$ cat config.mk
export PLATFORM = sky130hd
export DESIGN_NAME = cpu_program_counter_flat
export DESIGN_NICKNAME = d
export VERILOG_FILES = /design/src/rtl/cpu_program_counter_pkg.sv /design/src/rtl/cpu_program_counter_if.sv /design/src/rtl/cpu_call_stack.sv /design/src/rtl/cpu_program_counter.sv /design/src/flat_wrapper.sv
export SDC_FILE = /design/constraint.sdc
export NUM_CORES = 1
export LEC_CHECK = 0
export ABC_AREA = 1
export CAP_MARGIN = 40
export CORE_ASPECT_RATIO = 2
export CORE_UTILIZATION = 55
export DETAILED_ROUTE_END_ITERATION = 10
export PLACE_DENSITY = 0.91
export SETUP_SLACK_MARGIN = 0.15
export SYNTH_ARGS = -nofsm -noshare
export SYNTH_HDL_FRONTEND = slang
export SYNTH_SLANG_ARGS = --single-unit
$ cat constraint.sdc
create_clock -name clk -period 3.25 [get_ports clk]
set_input_delay 0.65 -clock clk [delete_from_list [all_inputs] [get_ports clk]]
set_output_delay 0.65 -clock clk [all_outputs]
set_load 0.05 [all_outputs]
$ cat src/rtl/cpu_program_counter_pkg.sv
// Shared constants and types for the PIC10-compatible fetch stage.
// Holds the instruction encodings the decoder uses to drive the control inputs.
package cpu_program_counter_pkg;

  localparam int               PC_WIDTH_DEFAULT     = 9;
  localparam logic [8:0]       RESET_VECTOR_DEFAULT = 9'h1FF;
  localparam int               STACK_LEVELS         = 2;
  localparam logic [11:0]      NOP_WORD             = 12'h000;

  // 12-bit baseline opcode patterns; k bits are don't-care in the masks.
  localparam logic [11:0]      OPC_GOTO_MASK  = 12'hE00;
  localparam logic [11:0]      OPC_GOTO       = 12'hA00;
  localparam logic [11:0]      OPC_CALL_MASK  = 12'hF00;
  localparam logic [11:0]      OPC_CALL       = 12'h900;
  localparam logic [11:0]      OPC_RETLW_MASK = 12'hF00;
  localparam logic [11:0]      OPC_RETLW      = 12'h800;

  typedef enum logic [2:0] {
    SEL_INC,
    SEL_PCL,
    SEL_GOTO,
    SEL_CALL,
    SEL_RET
  } pc_sel_e;

endpackage

$ cat src/rtl/cpu_program_counter_if.sv
// Execute-stage control requests into the fetch stage, and the fetch-stage
// outputs back to the ROM, NOP-insert mux and debug logic.
interface cpu_program_counter_if
  import cpu_program_counter_pkg::*;
#(
  parameter int PC_WIDTH = PC_WIDTH_DEFAULT
);

  logic                stall;
  logic                goto_en;
  logic                call_en;
  logic                retlw_en;
  logic                pcl_write_en;
  logic                skip_en;
  logic [8:0]          target;
  logic [7:0]          pcl_data;
  logic [PC_WIDTH-1:0] rom_addr;
  logic                nop_insert;
  logic [1:0]          stack_depth;

  modport master (
    output stall, goto_en, call_en, retlw_en, pcl_write_en, skip_en,
           target, pcl_data,
    input  rom_addr, nop_insert, stack_depth
  );

  modport slave (
    input  stall, goto_en, call_en, retlw_en, pcl_write_en, skip_en,
           target, pcl_data,
    output rom_addr, nop_insert, stack_depth
  );

endinterface

$ cat src/rtl/cpu_call_stack.sv
// Two-level hardware return stack with saturating depth counter.
// Overflow silently drops the oldest entry; underflow keeps returning entry 0.
module cpu_call_stack
  import cpu_program_counter_pkg::*;
#(
  parameter int WIDTH = PC_WIDTH_DEFAULT
) (
  input  logic             clk,
  input  logic             reset,
  input  logic             push,
  input  logic             pop,
  input  logic [WIDTH-1:0] push_data,
  output logic [WIDTH-1:0] top,
  output logic [1:0]       depth
);

  localparam logic [1:0] DEPTH_MAX = 2'(STACK_LEVELS);

  logic [WIDTH-1:0] entry0_q, entry0_d;
  logic [WIDTH-1:0] entry1_q, entry1_d;
  logic [1:0]       depth_q,  depth_d;

  // NOTE: every signal gets its hold value first so no path leaves it unassigned (no latch).
  always_comb begin
    entry0_d = entry0_q;
    entry1_d = entry1_q;
    depth_d  = depth_q;
    if (push) begin
      entry1_d = entry0_q;
      entry0_d = push_data;
      depth_d  = (depth_q == DEPTH_MAX) ? DEPTH_MAX : depth_q + 2'd1;
    end else if (pop) begin
      entry0_d = entry1_q;
      depth_d  = (depth_q == 2'd0) ? 2'd0 : depth_q - 2'd1;
    end
  end

  // NOTE: the entries are reset too, so a return on an empty stack yields a defined address.
  // NOTE: state flops use non-blocking assignments so all updates see pre-edge values.
  always_ff @(posedge clk) begin
    if (reset) begin
      entry0_q <= '0;
      entry1_q <= '0;
      depth_q  <= 2'd0;
    end else begin
      entry0_q <= entry0_d;
      entry1_q <= entry1_d;
      depth_q  <= depth_d;
    end
  end

  assign top   = entry0_q;
  assign depth = depth_q;

endmodule

$ cat src/rtl/cpu_program_counter.sv
// Fetch-stage controller: PC register, next-PC selection and the registered
// nop_insert flag that squashes the word fetched behind a taken transfer.
module cpu_program_counter
  import cpu_program_counter_pkg::*;
#(
  parameter int                  PC_WIDTH     = PC_WIDTH_DEFAULT,
  parameter logic [PC_WIDTH-1:0] RESET_VECTOR = {PC_WIDTH{1'b1}}
) (
  input  logic                  clk,
  input  logic                  reset,
  cpu_program_counter_if.slave  bus
);

  logic [PC_WIDTH-1:0] pc_q, pc_d;
  logic                nop_insert_q, nop_insert_d;
  logic                qualified;
  logic                push, pop;
  pc_sel_e             sel;
  logic [PC_WIDTH-1:0] stack_top;
  logic [1:0]          stack_depth;

  // A squashed NOP in the execute slot must never request a transfer.
  always_comb begin
    qualified = !bus.stall && !nop_insert_q;
    sel       = SEL_INC;
    if (qualified) begin
      if (bus.retlw_en)          sel = SEL_RET;
      else if (bus.call_en)      sel = SEL_CALL;
      else if (bus.goto_en)      sel = SEL_GOTO;
      else if (bus.pcl_write_en) sel = SEL_PCL;
    end
    pop  = (sel == SEL_RET);
    push = (sel == SEL_CALL);
  end

  always_comb begin
    pc_d         = pc_q;
    nop_insert_d = nop_insert_q;
    if (!bus.stall) begin
      unique case (sel)
        SEL_RET:  pc_d = stack_top;
        SEL_CALL: pc_d = PC_WIDTH'(bus.target[7:0]);
        SEL_GOTO: pc_d = PC_WIDTH'(bus.target);
        SEL_PCL:  pc_d = PC_WIDTH'(bus.pcl_data);
        default:  pc_d = pc_q + PC_WIDTH'(1);
      endcase
      nop_insert_d = qualified && ((sel != SEL_INC) || bus.skip_en);
    end
  end

  always_ff @(posedge clk) begin
    if (reset) begin
      pc_q         <= RESET_VECTOR;
      nop_insert_q <= 1'b1;
    end else begin
      pc_q         <= pc_d;
      nop_insert_q <= nop_insert_d;
    end
  end

  // The PC register is the address of the next fetched word, i.e. the return address.
  cpu_call_stack #(
    .WIDTH (PC_WIDTH)
  ) u_call_stack (
    .clk       (clk),
    .reset     (reset),
    .push      (push),
    .pop       (pop),
    .push_data (pc_q),
    .top       (stack_top),
    .depth     (stack_depth)
  );

  assign bus.rom_addr    = pc_q;
  assign bus.nop_insert  = nop_insert_q;
  assign bus.stack_depth = stack_depth;

endmodule

$ cat src/flat_wrapper.sv
// flat-port wrapper written by rule: the top's interface ports become plain ports
module cpu_program_counter_flat import cpu_program_counter_pkg::*;
#(
  parameter int                  PC_WIDTH     = PC_WIDTH_DEFAULT,
  parameter logic [PC_WIDTH-1:0] RESET_VECTOR = {PC_WIDTH{1'b1}}
)
  (clk, reset, bus_stall, bus_goto_en, bus_call_en, bus_retlw_en, bus_pcl_write_en, bus_skip_en, bus_target, bus_pcl_data, bus_rom_addr, bus_nop_insert, bus_stack_depth);
  cpu_program_counter_if #(.PC_WIDTH(PC_WIDTH)) bus_i ();
  input  logic clk;
  input  logic reset;
  input wire logic [$bits(bus_i.stall)-1:0] bus_stall;
  input wire logic [$bits(bus_i.goto_en)-1:0] bus_goto_en;
  input wire logic [$bits(bus_i.call_en)-1:0] bus_call_en;
  input wire logic [$bits(bus_i.retlw_en)-1:0] bus_retlw_en;
  input wire logic [$bits(bus_i.pcl_write_en)-1:0] bus_pcl_write_en;
  input wire logic [$bits(bus_i.skip_en)-1:0] bus_skip_en;
  input wire logic [$bits(bus_i.target)-1:0] bus_target;
  input wire logic [$bits(bus_i.pcl_data)-1:0] bus_pcl_data;
  output wire logic [$bits(bus_i.rom_addr)-1:0] bus_rom_addr;
  output wire logic [$bits(bus_i.nop_insert)-1:0] bus_nop_insert;
  output wire logic [$bits(bus_i.stack_depth)-1:0] bus_stack_depth;
  assign bus_i.stall = bus_stall;
  assign bus_i.goto_en = bus_goto_en;
  assign bus_i.call_en = bus_call_en;
  assign bus_i.retlw_en = bus_retlw_en;
  assign bus_i.pcl_write_en = bus_pcl_write_en;
  assign bus_i.skip_en = bus_skip_en;
  assign bus_i.target = bus_target;
  assign bus_i.pcl_data = bus_pcl_data;
  assign bus_rom_addr = bus_i.rom_addr;
  assign bus_nop_insert = bus_i.nop_insert;
  assign bus_stack_depth = bus_i.stack_depth;
  cpu_program_counter #(.PC_WIDTH(PC_WIDTH), .RESET_VECTOR(RESET_VECTOR)) u_core (.clk(clk), .reset(reset), .bus(bus_i));
endmodule
==> metrics, run 1 <==
CP Class input pin to register; Sink Count 30; Met2 Wirelength 2.51 mm; register area share after synthesis 33.1%; gr ovfl total 0; CP peak stage delay 550 ps; Post-route DRC 0; Worst setup EP type register; count of input and output buffers 36; Final nets 354; Crit path required time 3430 ps; CTS root buffer clkbuf_8; Worst Hold Depth 2; initial antenna violation count 0; synth warn 0; CP cell instances clkdlybuf4s50_1, nor2_4, nand3_4, nor2_4, nor2_2, a21oi_1, nor2_1; gr usage total 29.2%; CTS Hold Bufs 0; post_cts resized 0; Final ANT Viol Nets 0; worst-case clock buffer depth 2; ANT cells 0; GPL Wtd Cong 0.879; worst hold start u_core.u_call_stack.entry1_q[5]; worst reg-to-reg setup slack 1580 ps; Setup Viol. Count Final 0; Worst Tran Pin Value 824 ps; Met1 Routed Length 1.84 mm; DPL Wire Length 3.61 mm; count of different cell masters after synthesis 26; RR Endpoint u_core.u_call_stack.top[2]; vias per cell 5.50; Max-cap violations 0; Synth async-reset ratio 0%; most frequent cells in the layout nand2_1 (86), inv_1 (36), clkdlybuf4s50_1 (36); reg2reg path depth 6; Slew HR 44.9%; first-pass GRT wire length 7.89 mm; Hold Crit Class register to register; register bit count reported by yosys 30; CTS HTree Levels 2; standard-cell rows 29; DR top layer met4; Layout area overhead 25.0%; CTS buffer count 5; Static Leakage 1.01 nW; leading register cell type out of synthesis dfxtp_1; Crit Path Max Fanout 15; layout cells sized above 1 7.36%; WP data arrival 2490 ps; overall die width 42.6 µm; most common cell after layout, fill and taps aside nand2_1; final wirelength 4.85 mm; later-pin clock latency in the skew report 290 ps; RSZ-0062 raised after global routing false; WL per Instance 13.6 µm; clk_skew 8.53 ps; drt first pass iters 4; min Tclk post-route 2300 ps; Post-Synthesis Cell Area 0.00182 mm²; DRT iter0 DRCs 67; vias in the first global route 1910; die area 0.00355 mm²; PwrDens 425 mW/mm²; Post-Syn Instances 289; Max Clock Freq 434 MHz; worst hold path endpoint u_core.u_call_stack.entry1_q[5]; Initial Utilization 57.5%; FF-to-FF Start u_core.bus.nop_insert; syn_nets 318; Crit. Startpoint bus_stall; Final Hold Fails 0; Slew Limit Fails 0; Core ar. 0.00316 mm²; Peak VDD IR 0.419 mV; Tcrit/Tclk final 70.9%; Setup TNS Final 0 ps; largest net degree at the start of global routing 23; I/O Pins 37; setup bufs post-CTS 0; clock slew at reported path FFs 70 ps; met3 routed WL 202 µm; outcome finished clean; critical path startpoint category input pin; Via Count 1965; CTS tree done; Final Util 71.9%; Slowest-stage cell, CP clkdlybuf4s50_1; post-synthesis average cell area 6.28 µm²; Crit path top cell by count nor2_4; Post-synth EDFFs 0; Die Span Y 83.3 µm
-- critical path: cells and delay by family --
family / cells / cell delay (ps)
compound gates: 1 / 170
simple gates: 5 / 1110
buf+inv: 1 / 550
-- flip-flops by register name, indices dropped and copies added (netlist names) --
register / cells
u_core.bus.nop_insert: 1
u_core.u_call_stack.entry1_q: 9
u_core.bus.rom_addr: 9
u_core.u_call_stack.depth: 2
u_core.u_call_stack.top: 9
-- logic make-up after synthesis --
logic type               Yosys count  share of synthesized area [%]
AO/OA/AOI/OAI                     50                           14.3
XOR/XNOR                           1                          0.483
adder cells (fa/ha/maj)            4                           2.76
buffers and inverters             49                           11.1
flip-flops                        30                           33.1
AND/OR/NAND/NOR                  155                           38.3
-- where the power goes --
part	internal [mW]	total, mW	switching (mW)
sequential	0.384	0.404	0.0208
clock	0.171	0.316	0.145
combinational	0.0914	0.244	0.153
total	0.646	0.964	0.319
-- metal layers --
metal  global-route usage, %  vias up
li1                        -      984
met1                    28.9      886
met2                    48.6       71
met3                    7.17       24
met4                    23.6        0
met5                       0        -
-- synth_stat cells (3+ instances only) --
cell type,number,area (µm²)
a21oi_1,32,160
dfxtp_1,30,601
nand2_2,4,25.0
nor2_1,25,93.8
o21ai_0,5,25.0
nand2_1,86,323
inv_1,36,135
nand3_1,30,150
o21ai_1,10,50.1
clkbuf_1,5,18.8
inv_2,3,11.3
ha_1,4,50.1
-- area by class of cell --
cell class                 instances  area, µm²
fill                             266        887
sequential                        30        601
inverter                          40        150
clock buffer                       7       86.3
timing repair buffer              38        375
multi-input combinational        210       1010
tap                               31       38.8
clock inverter                     1       5.00
-- how the worst max path moves through the flow --
| stage | slack [ps] | end |
|---|---|---|
| 6_report | 950 | u_core.u_call_stack.top[2] |
| 2_1_floorplan | 1600 | u_core.bus.rom_addr[4] |
| 3_5_place_dp | 660 | u_core.u_call_stack.depth[0] |
| 5_1_grt | 760 | u_core.u_call_stack.top[2] |
| 4_1_cts | 950 | u_core.u_call_stack.depth[0] |
| 3_3_place_gp | 660 | u_core.u_call_stack.depth[0] |
-- stage by stage --
stage	instances	hold WS, ps	total power [mW]	worst slack [ps]	cell area [µm²]
finish	357	468	0.964	947	2270
global route	357	500	1.01	755	2270
CTS	357	467	0.962	953	2270
detailed placement	349	457	0.652	658	2180
global placement	349	452	0.650	658	2180
floorplan	289	441	0.568	1600	1820
Note: power is estimated with default switching activity, not from simulation.
==> inputs of run 2 (changes only) <==
Settings changed: CORE_UTILIZATION 55 to 46, PLACE_DENSITY 0.91 to 0.82.
Clock period 3.25 ns to 1.9 ns, I/O delays scaled along.
==> run 2 against run 1 <==
Sequential share of layout area is 2.1 points lower. Worst setup slack worse by 720 ps. Largest cell class unchanged. First-iteration DRC count is 9.0% lower. Sequential power is 71% higher.
==> metrics, run 2 (synthesis results as in run 1) <==
Internal 1.13 mW (was 0.646 mW); largest net degree at the start of global routing 19 (was 23); later-pin clock latency in the skew report 280 ps (was 290 ps); clock slew at reported path FFs 60 ps (was 70 ps); CP Class input pin to register (unchanged); met1 Track Usage GR 29.7% (was 28.9%); first-pass GRT wire length 8.31 mm (was 7.89 mm); Initial Utilization 47.7% (was 57.5%); Fin Hold WS 469 ps (was 468 ps); die area 0.00422 mm² (was 0.00355 mm²); PwrDens 680 mW/mm² (was 425 mW/mm²); Crit path top cell by count nand2_1 (was nor2_4); Static Leakage 1.15 nW (was 1.01 nW); Switching Share 32.8% (was 33.1%); Core ar. 0.00380 mm² (was 0.00316 mm²); Slowest-stage cell, CP clkdlybuf4s50_1 (unchanged); worst reg-to-reg setup slack 440 ps (was 1580 ps); Setup Viol. Count Final 0 (unchanged); final wirelength 5.20 mm (was 4.85 mm); post-route cell area 0.00247 mm² (was 0.00227 mm²); Slew HR 82.0% (was 44.9%); placed inst area 0.00235 mm² (was 0.00218 mm²); GPL Wtd Cong 0.882 (was 0.879); initial antenna violation count 0 (unchanged); Sw Pwr 0.551 mW (was 0.319 mW); vias in the first global route 1888 (was 1910); gr ovfl total 0 (unchanged); standard-cell rows 32 (was 29); clk_skew 5.92 ps (was 8.53 ps); Final nets 378 (was 354); Worst setup EP type register (unchanged); Hold Crit Class register to register (unchanged); Layout area overhead 36.0% (was 25.0%); Crit Path Max Fanout 8 (was 15); GR Util met3 4.80% (was 7.17%); Peak VDD IR 0.670 mV (was 0.419 mV); DRT iter0 DRCs 61 (was 67); Final Hold Fails 0 (unchanged); Crit path required time 2070 ps (was 3430 ps); Die Span Y 90.8 µm (was 83.3 µm); I/O Pins 37 (unchanged); sequential share of power 41.2% (was 41.9%); gr usage total 27.0% (was 29.2%); RSZ-0062 raised after global routing false (unchanged); CTS buffer count 5 (unchanged); most frequent cells in the layout nand2_1 (87), inv_1 (36), buf_4 (35) (was nand2_1 (86), inv_1 (36), clkdlybuf4s50_1 (36)); overall die width 46.4 µm (was 42.6 µm); gr busiest metal met2 (unchanged); Worst Tran Pin Value 270 ps (was 824 ps); critical path startpoint category input pin (unchanged); WP data arrival 1840 ps (was 2490 ps); Sink Count 30 (unchanged); layout cells sized above 1 17.1% (was 7.36%); Slew Limit Fails 0 (unchanged); DPL Wire Length 4.06 mm (was 3.61 mm); Layout fillers 342 (was 266); CP peak stage delay 590 ps (was 550 ps); ANT cells 0 (unchanged); CP cell instances clkdlybuf4s50_1, inv_1, nand2_2, nor2_8, buf_12, a21oi_1, nand3_1, nand2_1, nand2_1 (was clkdlybuf4s50_1, nor2_4, nand3_4, nor2_4, nor2_2, a21oi_1, nor2_1); vias per cell 5.06 (was 5.50); WL per Instance 13.0 µm (was 13.6 µm); Comb pwr share 26.8% (was 25.3%); Clk network pwr share 32.0% (was 32.7%); CTS HTree Levels 2 (unchanged); Via Count 2029 (was 1965); Final ANT Viol Nets 0 (unchanged); Max-cap violations 0 (unchanged); CTS tree done (unchanged); Max Clock Freq 599 MHz; count of input and output buffers 36 (unchanged); outcome finished clean (unchanged); CTS Hold Bufs 0 (unchanged); most common cell after layout, fill and taps aside nand2_1 (unchanged); CTS root buffer clkbuf_8 (unchanged); Global Route met2 Usage 46.5% (was 48.6%); min Tclk post-route 1670 ps; worst-case clock buffer depth 2 (unchanged); Tcrit/Tclk final 87.8%; Post-route DRC 0 (unchanged); drt first pass iters 5 (was 4)
run 2: worst max-delay path: cells and delay by family:
kind / cells / cell delay (ps)
AOI/OAI and AO/OA: 1 / 180
buffers and inverters: 3 / 850
and+or+nand+nor: 5 / 430
run 2: final timing paths:
| path | from | end | depth (start not counted) |
|---|---|---|---|
| setup / recovery | bus_retlw_en | u_core.bus.rom_addr[2] | 9 |
| hold / removal | u_core.u_call_stack.entry1_q[2] | u_core.u_call_stack.entry1_q[2] | 2 |
| setup reg to reg | u_core.bus.rom_addr[1] | u_core.bus.rom_addr[8] | 10 |
| hold reg to reg | u_core.u_call_stack.entry1_q[2] | u_core.u_call_stack.entry1_q[2] | 2 |
run 2: area by class of cell:
type	instances	area [µm²]	area share (%)
multi-input cells	211	1020	41.3
repair buffers	61	543	22.0
inverters	40	150	6.08
clock inverters	1	5.00	0.203
clock buffers	7	86.3	3.50
well taps	51	63.8	2.58
flip-flops and latches	30	601	24.3
run 2: timing repair:
item / 4_1_cts / 5_1_grt
gates resized for setup: 0 / 1
buffers inserted: 0 / 1
setup endpoints to repair: 0 / 13
run 2: power by group through the flow:
stage / clock, mW / sequential, mW / combinational, mW
detailed placement: 0 / 0.705 / 0.438
floorplan: 0 / 0.772 / 0.200
finish: 0.538 / 0.691 / 0.450
global placement: 0 / 0.704 / 0.432
global route: 0.584 / 0.695 / 0.495
CTS: 0.546 / 0.691 / 0.441
run 2: metal layers:
metal	up-vias	share of wire, %
li1	1039	-
met3	17	3.2
met1	915	38
met5	-	0
met4	0	4.1
met2	58	55
run 2: per-stage QoR:
| step | power (mW) | util (%) | instances | TNS, ps | worst slack [ps] |
|---|---|---|---|---|---|
| final | 1.68 | 64.9 | 401 | 0 | 231 |
| after global routing | 1.77 | 64.9 | 401 | 0 | 149 |
| after CTS | 1.68 | 64.2 | 399 | 0 | 194 |
| after detailed placement | 1.14 | 61.8 | 391 | -466 | -60.9 |
| after global placement | 1.14 | 61.8 | 391 | -58.4 | -11.7 |
| after floorplan | 0.972 | - | 289 | 0 | 252 |
